<file path="src/rtl/small_tone_detect.sv">
// small_tone_detect
//
// Purpose:
//   Tone-presence detector placed after a bandpass filter. Each sample
//   strobe takes the saturated magnitude of the filter output and feeds it
//   into a leaky integrator. The integrator output is the smoothed
//   envelope. A four-state FSM (IDLE / ATTACK / ACTIVE / RELEASE) requires
//   HOLD_COUNT consecutive qualifying samples before it changes the detect
//   flag. This debounces the flag against short bursts and dropouts.
//
// Parameters:
//   WIDTH       - sample width of dataIn and envelope
//   SHIFT_DECAY - integrator leak shift (time constant of about 2^SHIFT_DECAY samples)
//   HOLD_COUNT  - consecutive qualifying samples needed to change detect
//
// Ports:
//   clk         - system clock, rising-edge active
//   rst         - asynchronous reset, active-low
//   en          - sample strobe, aligned with the bandpass filter's enable
//   dataIn      - signed bandpass filter output sample
//   thresholdHi - unsigned attack threshold
//   thresholdLo - unsigned release threshold (used only with hysteresis)
//   envelope    - registered smoothed magnitude
//   detect      - registered tone-present flag
//   detectEdge  - one-cycle pulse on every change of detect
//
// Configuration macro:
//   SMALL_TONE_DETECT_HYST_EN - when defined, the release threshold is
//   thresholdLo, which gives hysteresis. When undefined, the release
//   threshold is thresholdHi and thresholdLo is ignored.

module small_tone_detect #(
    parameter int WIDTH       = 16,
    parameter int SHIFT_DECAY = 8,
    parameter int HOLD_COUNT  = 16
) (
    input  logic                    clk,
    input  logic                    rst,
    input  logic                    en,
    input  logic signed [WIDTH-1:0] dataIn,
    input  logic        [WIDTH-1:0] thresholdHi,
    input  logic        [WIDTH-1:0] thresholdLo,
    output logic        [WIDTH-1:0] envelope,
    output logic                    detect,
    output logic                    detectEdge
);

    localparam int ACC_W = WIDTH + SHIFT_DECAY;
    localparam int CNT_W = $clog2(HOLD_COUNT + 1);
    localparam logic [CNT_W-1:0] HOLD = CNT_W'(HOLD_COUNT);

    typedef enum logic [1:0] {
        IDLE    = 2'd0,
        ATTACK  = 2'd1,
        ACTIVE  = 2'd2,
        RELEASE = 2'd3
    } state_t;

    state_t             state, stateNext;
    logic [CNT_W-1:0]   cnt, cntNext, cntInc;
    logic               detectNext, edgeNext;

    logic [WIDTH-1:0]   dataU, negData;
    logic [WIDTH-2:0]   mag;
    logic [ACC_W-1:0]   acc, accNext, leak;
    logic [WIDTH-1:0]   relTh;

    // Release threshold selection. Without hysteresis the release
    // threshold is the attack threshold, so thresholdLo has no effect.
`ifdef SMALL_TONE_DETECT_HYST_EN
    assign relTh = thresholdLo;
`else
    logic unusedLo;
    assign relTh    = thresholdHi;
    assign unusedLo = ^thresholdLo;
`endif

    // Saturating magnitude. The most negative input has no positive
    // counterpart in WIDTH-1 bits, so it is clamped to the largest magnitude.
    assign dataU   = dataIn;
    assign negData = ~dataU + {{(WIDTH-1){1'b0}}, 1'b1};

    always_comb begin
        mag = '0;
        if (dataU[WIDTH-1]) begin
            if (dataU == {1'b1, {(WIDTH-1){1'b0}}})
                mag = '1;
            else
                mag = negData[WIDTH-2:0];
        end else begin
            mag = dataU[WIDTH-2:0];
        end
    end

    // Leaky integrator update. The integrator settles at about
    // mag << SHIFT_DECAY, bounded below 2^(WIDTH-1+SHIFT_DECAY).
    // Because of that bound, neither acc+mag nor the result can wrap
    // in ACC_W bits.
    assign leak    = acc >> SHIFT_DECAY;
    assign accNext = acc + {{(SHIFT_DECAY+1){1'b0}}, mag} - leak;

    // Integrator and envelope registers. The envelope is sampled from the
    // pre-edge accumulator, so it trails acc by one sample.
    always_ff @(posedge clk or negedge rst) begin
        if (!rst) begin
            acc      <= '0;
            envelope <= '0;
        end else if (en) begin
            acc      <= accNext;
            envelope <= acc[ACC_W-1:SHIFT_DECAY];
        end
    end

    // FSM state, hold counter, and output flags. detectEdge is reloaded
    // every cycle, so it reads 0 on any cycle without a strobe.
    always_ff @(posedge clk or negedge rst) begin
        if (!rst) begin
            state      <= IDLE;
            cnt        <= '0;
            detect     <= 1'b0;
            detectEdge <= 1'b0;
        end else begin
            state      <= stateNext;
            cnt        <= cntNext;
            detect     <= detectNext;
            detectEdge <= edgeNext;
        end
    end

    assign cntInc = cnt + {{(CNT_W-1){1'b0}}, 1'b1};

    // Next-state logic. It compares the registered (pre-edge) envelope
    // against the thresholds. ATTACK and RELEASE count consecutive
    // qualifying samples. A single non-qualifying sample sends the FSM
    // back to the settled state with the count cleared. With HOLD_COUNT of
    // 1, the first qualifying sample changes detect directly and skips
    // the counting states.
    always_comb begin
        stateNext  = state;
        cntNext    = cnt;
        detectNext = detect;
        edgeNext   = 1'b0;
        if (en) begin
            case (state)
                IDLE: begin
                    if (envelope >= thresholdHi) begin
                        if (HOLD_COUNT <= 1) begin
                            stateNext  = ACTIVE;
                            cntNext    = '0;
                            detectNext = 1'b1;
                            edgeNext   = 1'b1;
                        end else begin
                            stateNext = ATTACK;
                            cntNext   = {{(CNT_W-1){1'b0}}, 1'b1};
                        end
                    end
                end
                ATTACK: begin
                    if (envelope < thresholdHi) begin
                        stateNext = IDLE;
                        cntNext   = '0;
                    end else if (cntInc >= HOLD) begin
                        stateNext  = ACTIVE;
                        cntNext    = '0;
                        detectNext = 1'b1;
                        edgeNext   = 1'b1;
                    end else begin
                        cntNext = cntInc;
                    end
                end
                ACTIVE: begin
                    if (envelope < relTh) begin
                        if (HOLD_COUNT <= 1) begin
                            stateNext  = IDLE;
                            cntNext    = '0;
                            detectNext = 1'b0;
                            edgeNext   = 1'b1;
                        end else begin
                            stateNext = RELEASE;
                            cntNext   = {{(CNT_W-1){1'b0}}, 1'b1};
                        end
                    end
                end
                RELEASE: begin
                    if (envelope >= relTh) begin
                        stateNext = ACTIVE;
                        cntNext   = '0;
                    end else if (cntInc >= HOLD) begin
                        stateNext  = IDLE;
                        cntNext    = '0;
                        detectNext = 1'b0;
                        edgeNext   = 1'b1;
                    end else begin
                        cntNext = cntInc;
                    end
                end
                default: begin
                    stateNext  = IDLE;
                    cntNext    = '0;
                    detectNext = 1'b0;
                end
            endcase
        end
    end

endmodule

</file>
<file path="config.mk">
export PLATFORM = sky130hd
export DESIGN_NAME = small_tone_detect
export DESIGN_NICKNAME = d
export VERILOG_FILES = /design/src/rtl/small_tone_detect.sv
export SDC_FILE = /design/constraint.sdc
export NUM_CORES = 1
export LEC_CHECK = 0
export CAP_MARGIN = 0
export CORE_MARGIN = 2
export CORE_UTILIZATION = 49
export CTS_CLUSTER_SIZE = 8
export DETAILED_ROUTE_END_ITERATION = 6
export PLACE_DENSITY = 0.77
export SYNTH_ARGS = -nofsm -noshare
export SYNTH_HDL_FRONTEND = slang
export SYNTH_SLANG_ARGS = --single-unit
</file>
<file path="constraint.sdc">
create_clock -name clk -period 3 [get_ports clk]
set_input_delay 0.9 -clock clk [delete_from_list [all_inputs] [get_ports clk]]
set_output_delay 0.9 -clock clk [all_outputs]
set_load 0.005 [all_outputs]
</file>
Word-level counts from Yosys, hierarchy flattened
Index checks and enable logic that the tools add are counted.

word-level totals
  output and inout port bits = 18
  word-level logic and storage cells = 56
  bits of input ports = 51
  register bits after elaboration = 49

operators by class
  mux-type cells = 25
  add/sub/neg operators = 4
  bitwise operators = 1
  eq/ne operators = 12
  order comparisons = 3
  reduce and logical (&&, ||, !) cells = 5

operator list
  kind                   number
  $mux 15                2
  $mux 5                 5
  $add 24x15->24         1
  $sub 24x16->24         1
  $pmux 5 s4             1
  $eq 16x16->1 const B   1
  $ge 16x16->1           1
  $lt 16x16->1           1
  $add 15x1->15 const B  1
  $not 15->15            1
  $mux 2                 6
  $ne 2x2->1 const B     6
  $mux 1                 8
  $pmux 2 s4             1
  $ne 3x3->1 const B     2
  $reduce_and 6->1       1
  $add 5x1->5 const B    1
  $ge 5x5->1 const B     1
  $reduce_and 5->1       1
  $eq 2x2->1 const B     2
  $pmux 1 s2             2
  $reduce_and 3->1       1
  $eq 2x1->1 const B     1
  $logic_not 2->1        1
  $reduce_bool 2->1      1

Logic depth before layout (Yosys ltp)
Gate-level depths: netlist of run 1.

  depth in word-level cells = 6
  gate-level depth with buffers = 21
  gate-level depth less buffers = 19

Worst setup path after synthesis of run 1
No wires, ideal clock.

  path type = input to register
  from = in dataIn[0]
  to = reg acc[16]
  setup time = 131 ps
  required time = 2,869 ps
  buffers on the path = 1
  cell stages on the path = 19
  setup slack = -2,352 ps
  data arrival time = 5,221 ps
  cell sequence = inv_1 ha_1 nand2_1 or3_4 or3_4 or3_1 or3b_1 buf_2 a31oi_1 fa_1 fa_1 a21o_1 a21oi_1 o21ai_0 nand3_1 nand3_1 a21oi_1 nor2_1 or3_1

on the way
  longest elaborated chain between the ends = 6
  elaborated cells between the ends (all ways) = 7
  classes of those cells = add/sub (3); eq/ne (1); mux (2); bitwise (1)

RTL lines
  item                  RTL line  source
  from (decl)           40        input logic signed [WIDTH-1:0] dataIn,
  $not 15->15           81        assign negData = ~dataU + {{(WIDTH-1){1'b0}}, 1'b1};
  $add 15x1->15         81
  $mux 15               86        if (dataU == {1'b1, {(WIDTH-1){1'b0}}})
  $mux 15 (*)           85        if (dataU[WIDTH-1]) begin
  $add 24x15->24 (*)    100       assign accNext = acc + {{(SHIFT_DECAY+1){1'b0}}, mag} - leak;
  $sub 24x16->24 (*)    100
  to (signal assigned)  109       acc <= accNext;
  to (decl)             65        logic [ACC_W-1:0] acc, accNext, leak;

Every way passes the cells marked *; elsewhere a longest branch is shown, timed or not.
A chain may end at the register's enable or synchronous reset.

Final worst setup path of run 1
  from = in dataIn[8]
  to = reg acc[17]

Same word-level chain as after synthesis.

==> results.toml, run 1 <==
[outcome]
status = "finished, violations left"
violations = "setup timing"

[worst_hold_path]
hold_start = "acc[0]$_DFFE_PN0P_"
hold_class = "reg2reg"
holdPathEnd = "acc[0]$_DFFE_PN0P_"
min_path_cells = 2

[timing]
post-route-min-period_ns = 5.150
fmax_mhz = 194.2
rsz0062_at_grt = "true"
finalSetupViolCount = 24
tightestPinTransition_ns = 0.6660
fin_crit_sh_pct = 171.7
fin_ws_ns = -2.150
timing.hold.ws_ns = 0.5348
hold_violations = 0
finClkSkew_ns = 0.005036
slew_violations = 0
slew_headroom_pct = 55.60

[worst_setup_path]
critPathMostFrequentCell = "or3_4"
slowest_delay_ns = 0.51
crit_path_start_kind = "input pin"
critPathMaxFanout = 4
regToRegEndpoint = "acc[17]$_DFFE_PN0P_"
crit_arrival_ns = 5.35
crit_slowest_cell = "fa_2"
cp.required_ns = 3.20
path_class = "in2reg"
cp_cell_sequence = "dlygate4sd2_1, or3_4, or3_4, or3_4, or3b_4, a31oi_4, fa_2, ha_4, a211oi_4, o211ai_1, a21oi_2, o21ai_2, buf_4, nand4_1, a31oi_1, or3_1, a31o_2"
reg2reg_from = "acc[14]$_DFFE_PN0P_"
regToRegSetupSlack_ns = -0.09
worst_setup_path_end_kind = "flop"
worst_r2r_path_depth = 12

[detailed_routing]
vias = 4012
wl_met2_mm = 6.491
drt_iter0_drc = 207
dr_wl_met3_um = 646
via_per_inst = 5.675
firstDrtPassIters = 4
post_drt_wl_per_cell_um = 18.01
drt-met1-wl_mm = 5.304
ant_nets = 0
wirelength_mm = 12.73
highest_layer = "met4"
drc = 0

[grt]
grt_first_pass_wirelength_mm = 19.17
track_usage_pct = 27.05
gr-total-overflow = 0
grt_pass1_vias = 4033
grt_max_degree = 50
grt_antenna_before_repair = 0

[logic_synthesis]
synth_edf_count = 0
synthCells = 449
yosysSeqAreaShare_pct = 29.44
postSynth.asyncResetShare_pct = 100.0
syn_area_per_cell_um2 = 9.277
synth-seq-cells = 49
synth_cell_type_count = 54
synth_flop_cell = "dfrtp_1"
yosysWarnings = 0
syn_area_um2 = 4165
syn-num-nets = 558

[layout]
n_antenna_cell = 0
nNetsFinal = 710
syn2layout_area_growth_pct = 51.70
layout-drive-gt1-share_pct = 38.37
final_cells = 707
fillers = 498
final_area_um2 = 6319

[die]
die_h_um = 96.20
start_util_pct = 50.69
die_x_um = 96.20
core_area_um2 = 8217
num_rows = 33
dieArea_um2 = 9254
ios = 69

[placement]
placed_cells = 670
place_congestion = 1.003
placed_area_um2 = 5475
pre_cts_ws_ns = -2.999
portBuffers = 52
dp_hpwl_mm = 8.571

[cts]
path_clk_slew_ns = 0.09
cts_num_sinks = 49
hold_buffers = 0
cts_tree = "done"
htreeDepth = 2
clk_latency_ns = 0.30
cts_buffer_depth = 2
cts_root_buffer = "clkbuf_8"
numCtsBuffers = 5

[flow_run]
drv_cap = 0
==> kinds of logic after synthesis <==
group / synth area share (%)
and+or+nand+nor: 12.20
buffers and inverters: 5.527
AOI/OAI and AO/OA: 17.87
muxes: 8.111
DFF: 29.44
xor gates and xnor gates: 6.729
adders and majority gates: 20.13
==> cell usage after synthesis (2+ instances only) <==
cell type	n	area [um2]
dfrtp_1	49	1226
a41oi_1	2	17.52
a21o_1	15	112.6
nand2_1	37	138.9
or3_4	2	22.52
inv_1	46	172.7
clkbuf_1	8	30.03
a21boi_0	2	15.01
xnor2_1	16	140.1
o211ai_1	4	30.03
xor2_1	16	140.1
o21a_1	3	22.52
nand4_1	4	25.02
fa_1	15	300.3
nor3_1	3	15.01
o21bai_1	3	22.52
and2_1	4	25.02
mux2_2	22	247.7
ha_1	43	538.0
a31oi_1	5	31.28
mux2i_1	9	90.09
nor2b_1	5	31.28
a31o_2	3	26.28
or3_1	6	37.54
nand2b_1	4	25.02
o31ai_1	4	30.03
a21oi_1	31	155.2
o21ai_0	32	160.2
a22o_1	2	17.52
nor2_1	15	56.30
nand3_1	14	70.07
buf_1	3	11.26
==> cell usage in the layout, fill, tap and decap left out, types with 4 or more instances in the layout <==
master,instances
o31ai_1,4
buf_6,10
or3_1,4
nor2b_1,5
o21ai_2,4
nand2_2,8
o21ai_0,19
clkbuf_8,6
nand2_1,26
buf_2,4
a21o_1,15
xor2_1,15
nand4_1,4
clkdlybuf4s50_1,40
nand3_1,12
ha_1,31
or3_4,4
inv_1,43
a21oi_1,11
nand2_4,4
and2_1,4
ha_4,12
o211ai_1,4
mux2i_1,9
buf_4,94
mux2_4,5
dfrtp_1,49
o21ai_1,8
mux2_2,17
xnor2_1,13
fa_1,12
a21oi_2,17
nor2_1,13
==> routing by layer <==
layer / vias up / track usage, %
met1: 1973 / 33.65
met3: 28 / 4.620
met2: 121 / 46.93
met5: - / 0
li1: 1890 / -
met4: 0 / 9.881
==> worst max-delay path, delay by kind of cell <==
kind / cells / cell delay, ns
adders and majority gates: 2 / 0.77
AOI/OAI and AO/OA: 7 / 1.34
and+or+nand+nor: 6 / 1.92
buffers and inverters: 2 / 0.41
==> per-stage QoR <==
step | TNS (ns) | utilization, %
floorplan | -39.31 | -
global placement | -61.56 | 66.64
detailed placement | -64.24 | 66.64
CTS | -36.82 | 73.60
global route | -42.18 | 76.90
finish | -40.07 | 76.90
==> sequential cells by signal, indices dropped and copies added (netlist names) <==
signal      count
acc            24
cnt             5
detect          1
detectEdge      1
envelope       16
state           2
==> repair_timing <==
| action | 4_1_cts | 5_1_grt |
|---|---|---|
| endpoints found under the setup margin | 30 | 30 |
| gates resized for setup | 96 | 38 |
| buffers inserted | 25 | 13 |
| cloned | 1 | 0 |
| pin swaps | 53 | 50 |
==> worst max path at each step <==
| stage | from | endpoint | slack, ns | cells after the start |
|---|---|---|---|---|
| 2_1_floorplan | dataIn[0] | acc[17]$_DFFE_PN0P_ | -2.09 | 19 |
| 3_3_place_gp | dataIn[0] | acc[16]$_DFFE_PN0P_ | -2.95 | 20 |
| 4_1_cts | dataIn[0] | acc[23]$_DFFE_PN0P_ | -1.95 | 19 |
| 3_5_place_dp | dataIn[0] | acc[16]$_DFFE_PN0P_ | -3.00 | 20 |
| 5_1_grt | dataIn[0] | acc[17]$_DFFE_PN0P_ | -2.27 | 21 |
| 6_report | dataIn[8] | acc[17]$_DFFE_PN0P_ | -2.15 | 17 |
==> cell type report <==
| class | instances | area, um2 | share of cell area (%) |
|---|---|---|---|
| clock inverter | 2 | 13.76 | 0.2178 |
| tap | 105 | 131.4 | 2.079 |
| sequential | 49 | 1226 | 19.41 |
| inverter | 46 | 190.2 | 3.010 |
| timing repair buffer | 158 | 1380 | 21.84 |
| multi-input combinational | 341 | 3294 | 52.14 |
| clock buffer | 6 | 82.58 | 1.307 |
Power of run 1 is left out: the tool's default activity adds up to more than one toggle a clock period on the data nets, which glitch-free logic cannot reach.
==> run 2, diff against run 1 <==
--- a/config.mk
+++ b/config.mk
@@ -5,6 +5,7 @@
 export SDC_FILE = /design/constraint.sdc
 export NUM_CORES = 1
 export LEC_CHECK = 0
+export ABC_AREA = 0
 export CAP_MARGIN = 0
 export CORE_MARGIN = 2
 export CORE_UTILIZATION = 49
==> results of run 2 <==
Final layout, timing and power as in run 1 (identical DEF).
Power of run 2 is left out for the same reason.
==> edit (flow settings as in run 1) <==
Add a define of `SMALL_TONE_DETECT_HYST_EN`.
--- a/src/rtl/small_tone_detect.sv
+++ b/src/rtl/small_tone_detect.sv
@@ -28,6 +28,8 @@
 //   SMALL_TONE_DETECT_HYST_EN - when defined, the release threshold is
 //   thresholdLo, which gives hysteresis. When undefined, the release
 //   threshold is thresholdHi and thresholdLo is ignored.
+
+`define SMALL_TONE_DETECT_HYST_EN
 
 module small_tone_detect #(
     parameter int WIDTH       = 16,
Formal check against the unedited RTL: same outputs for any inputs over 4 cycles, from zero or initial values and one cycle with rst low; that may be too few to reach the edited logic, so the function may still have changed.
==> edit against run 1 <==
  * The run still ends with setup timing left
  * Cell count rose by 14%
  * Global-route usage is 0.89 points lower
  * Sequential cell count did not move
  * Routed wire length rose by 14%
  * Register-to-register slack got worse by 0.10 ns
  * Area after synthesis increased by 13%
  * Worst hold slack lost 0.020 ns
  * Setup slack better by 0.76 ns
  * Count of clock-buffer cells in the layout down 1
  * Design area rose by 11%
Power is left out: the tool's default activity adds up to more than one toggle a clock period on the data nets, which glitch-free logic cannot reach.
==> edit: results <==
{
  "placed_cell_area_sq_mm": 0.00618,
  "async_flop_share_pct": 100,
  "cts-root-buf": "clkbuf_8",
  "grt_max_degree": 50,
  "grt_pass1_wl_microns": 21700,
  "fillCellCount": 602,
  "worstRegToRegCells": 10,
  "cts_buffer_depth": 2,
  "violations": "setup timing",
  "fin_setup_tns_ns": -22.62,
  "synthesis.nets": 638,
  "routabilityCongestion": 0.974,
  "antenna_found_initial": 0,
  "clock_latency_ns": 0.32,
  "io_buffer_count": 68,
  "final_cell_area_sq_mm": 0.00700,
  "cp_data_arrival_time_ns": 4.60,
  "nets": 799,
  "h-tree-depth": 2,
  "r2r_start": "acc[12]$_DFFE_PN0P_",
  "synth_common_cells": "65 x inv_1, 59 x ha_1, 49 x dfrtp_1",
  "setup-violations-final": 23,
  "wl_per_cell_microns": 18.0,
  "crit_fanout": 8,
  "slew-limit-headroom_pct": 56.7,
  "r2r-end": "acc[22]$_DFFE_PN0P_",
  "clk_pin_slew_ns": 0.11,
  "cts_made_buffers": 5,
  "yosysUniqueCellTypes": 70,
  "drive_gt1_share_pct": 35.7,
  "drt_iter0_markers": 310,
  "first_pass_iters": 5,
  "outcome": "complete, but fails checks",
  "yosysWarnings": 0,
  "reg_top3": "acc: 24 flops, envelope: 16 flops, cnt: 5 flops",
  "setup_ws_ns": -1.39,
  "ys.flop_type": "dfrtp_1",
  "dp_hpwl_microns": 9860,
  "hold_path.class": "reg -> reg",
  "synth-seq-area-share_pct": 26.0,
  "viasPerCell": 5.85,
  "crit_start": "dataIn[6]",
  "maxCapViolations": 0,
  "crit_path_end_kind": "flop",
  "rrSetupSlack_ns": -0.19,
  "antenna_cells": 0,
  "synth_area_leaders": "dfrtp_1 26%, ha_1 16%, fa_1 6.4%",
  "grt_pass1_vias": 4775,
  "grt_use_total_pct": 26.2,
  "finClkSkew_ns": 0.0199
}
edit: through the flow:
stage	worst slack (ns)	util, %	std cells	hold WS [ns]
global placement	-1.98	66.6	782	0.495
CTS	-1.20	71.5	797	0.516
finish	-1.39	75.4	804	0.515
floorplan	-1.45	-	513	0.474
global route	-1.48	75.4	804	0.531
detailed placement	-2.08	66.6	782	0.485
edit: cell families after synthesis:
group	count (synthesis)	synth area share, %
AO/OA/AOI/OAI	139	20.6
AND/OR/NAND/NOR	122	13.3
buffers and inverters	76	6.70
adder cells (fa/ha/maj)	74	22.1
flip-flops	49	26.0
multiplexers	27	6.43
XOR/XNOR	26	4.84
edit: timing repair:
action | 4_1_cts | 5_1_grt
gates resized for setup | 105 | 65
setup buffers | 7 | 8
endpoints found under the setup margin | 28 | 30
pin swaps | 56 | 43
edit: per-layer routing:
layer  share of wire [%]  track usage (%)
met5                   0                0
met4                 4.1             10.4
met1                  41             32.0
met3                 6.1             3.63
met2                  49             46.6
edit: how the worst min path moves through the flow:
| stage | slack [ns] | depth (start not counted) | end | start |
|---|---|---|---|---|
| floorplan | 0.47 | 1 | cnt[4]$_DFFE_PN0P_ | cnt[4]$_DFFE_PN0P_ |
| global placement | 0.50 | 1 | cnt[4]$_DFFE_PN0P_ | cnt[4]$_DFFE_PN0P_ |
| detailed placement | 0.49 | 1 | detect$_DFFE_PN0P_ | detect$_DFFE_PN0P_ |
| CTS | 0.52 | 1 | detect$_DFFE_PN0P_ | detect$_DFFE_PN0P_ |
| global route | 0.53 | 1 | cnt[4]$_DFFE_PN0P_ | cnt[4]$_DFFE_PN0P_ |
| finish | 0.51 | 1 | detect$_DFFE_PN0P_ | detect$_DFFE_PN0P_ |
edit: final cells by class:
class                   instances  area, sq um  area share (%)
clock inverters                 3         21.3           0.304
repair buffers                165         1450            20.7
inverters                      65          249            3.56
clock buffers                   5         68.8           0.984
multi-input cells             388         3820            54.6
well taps                     129          161            2.31
flip-flops and latches         49         1230            17.5
edit: critical path, cell delays in order:
cell and delay [ns]:
buf_6 0.09, or4_4 0.56, nor4_4 0.18, nand4b_1 0.15, buf_6 0.17, buf_4 0.13, nand2_1 0.10, fa_1 0.44
ha_1 0.24, a211oi_2 0.28, o21ai_2 0.13, a22oi_2 0.34, a211oi_2 0.14, a211oi_2 0.23, nor4b_1 0.12, or3b_1 0.38
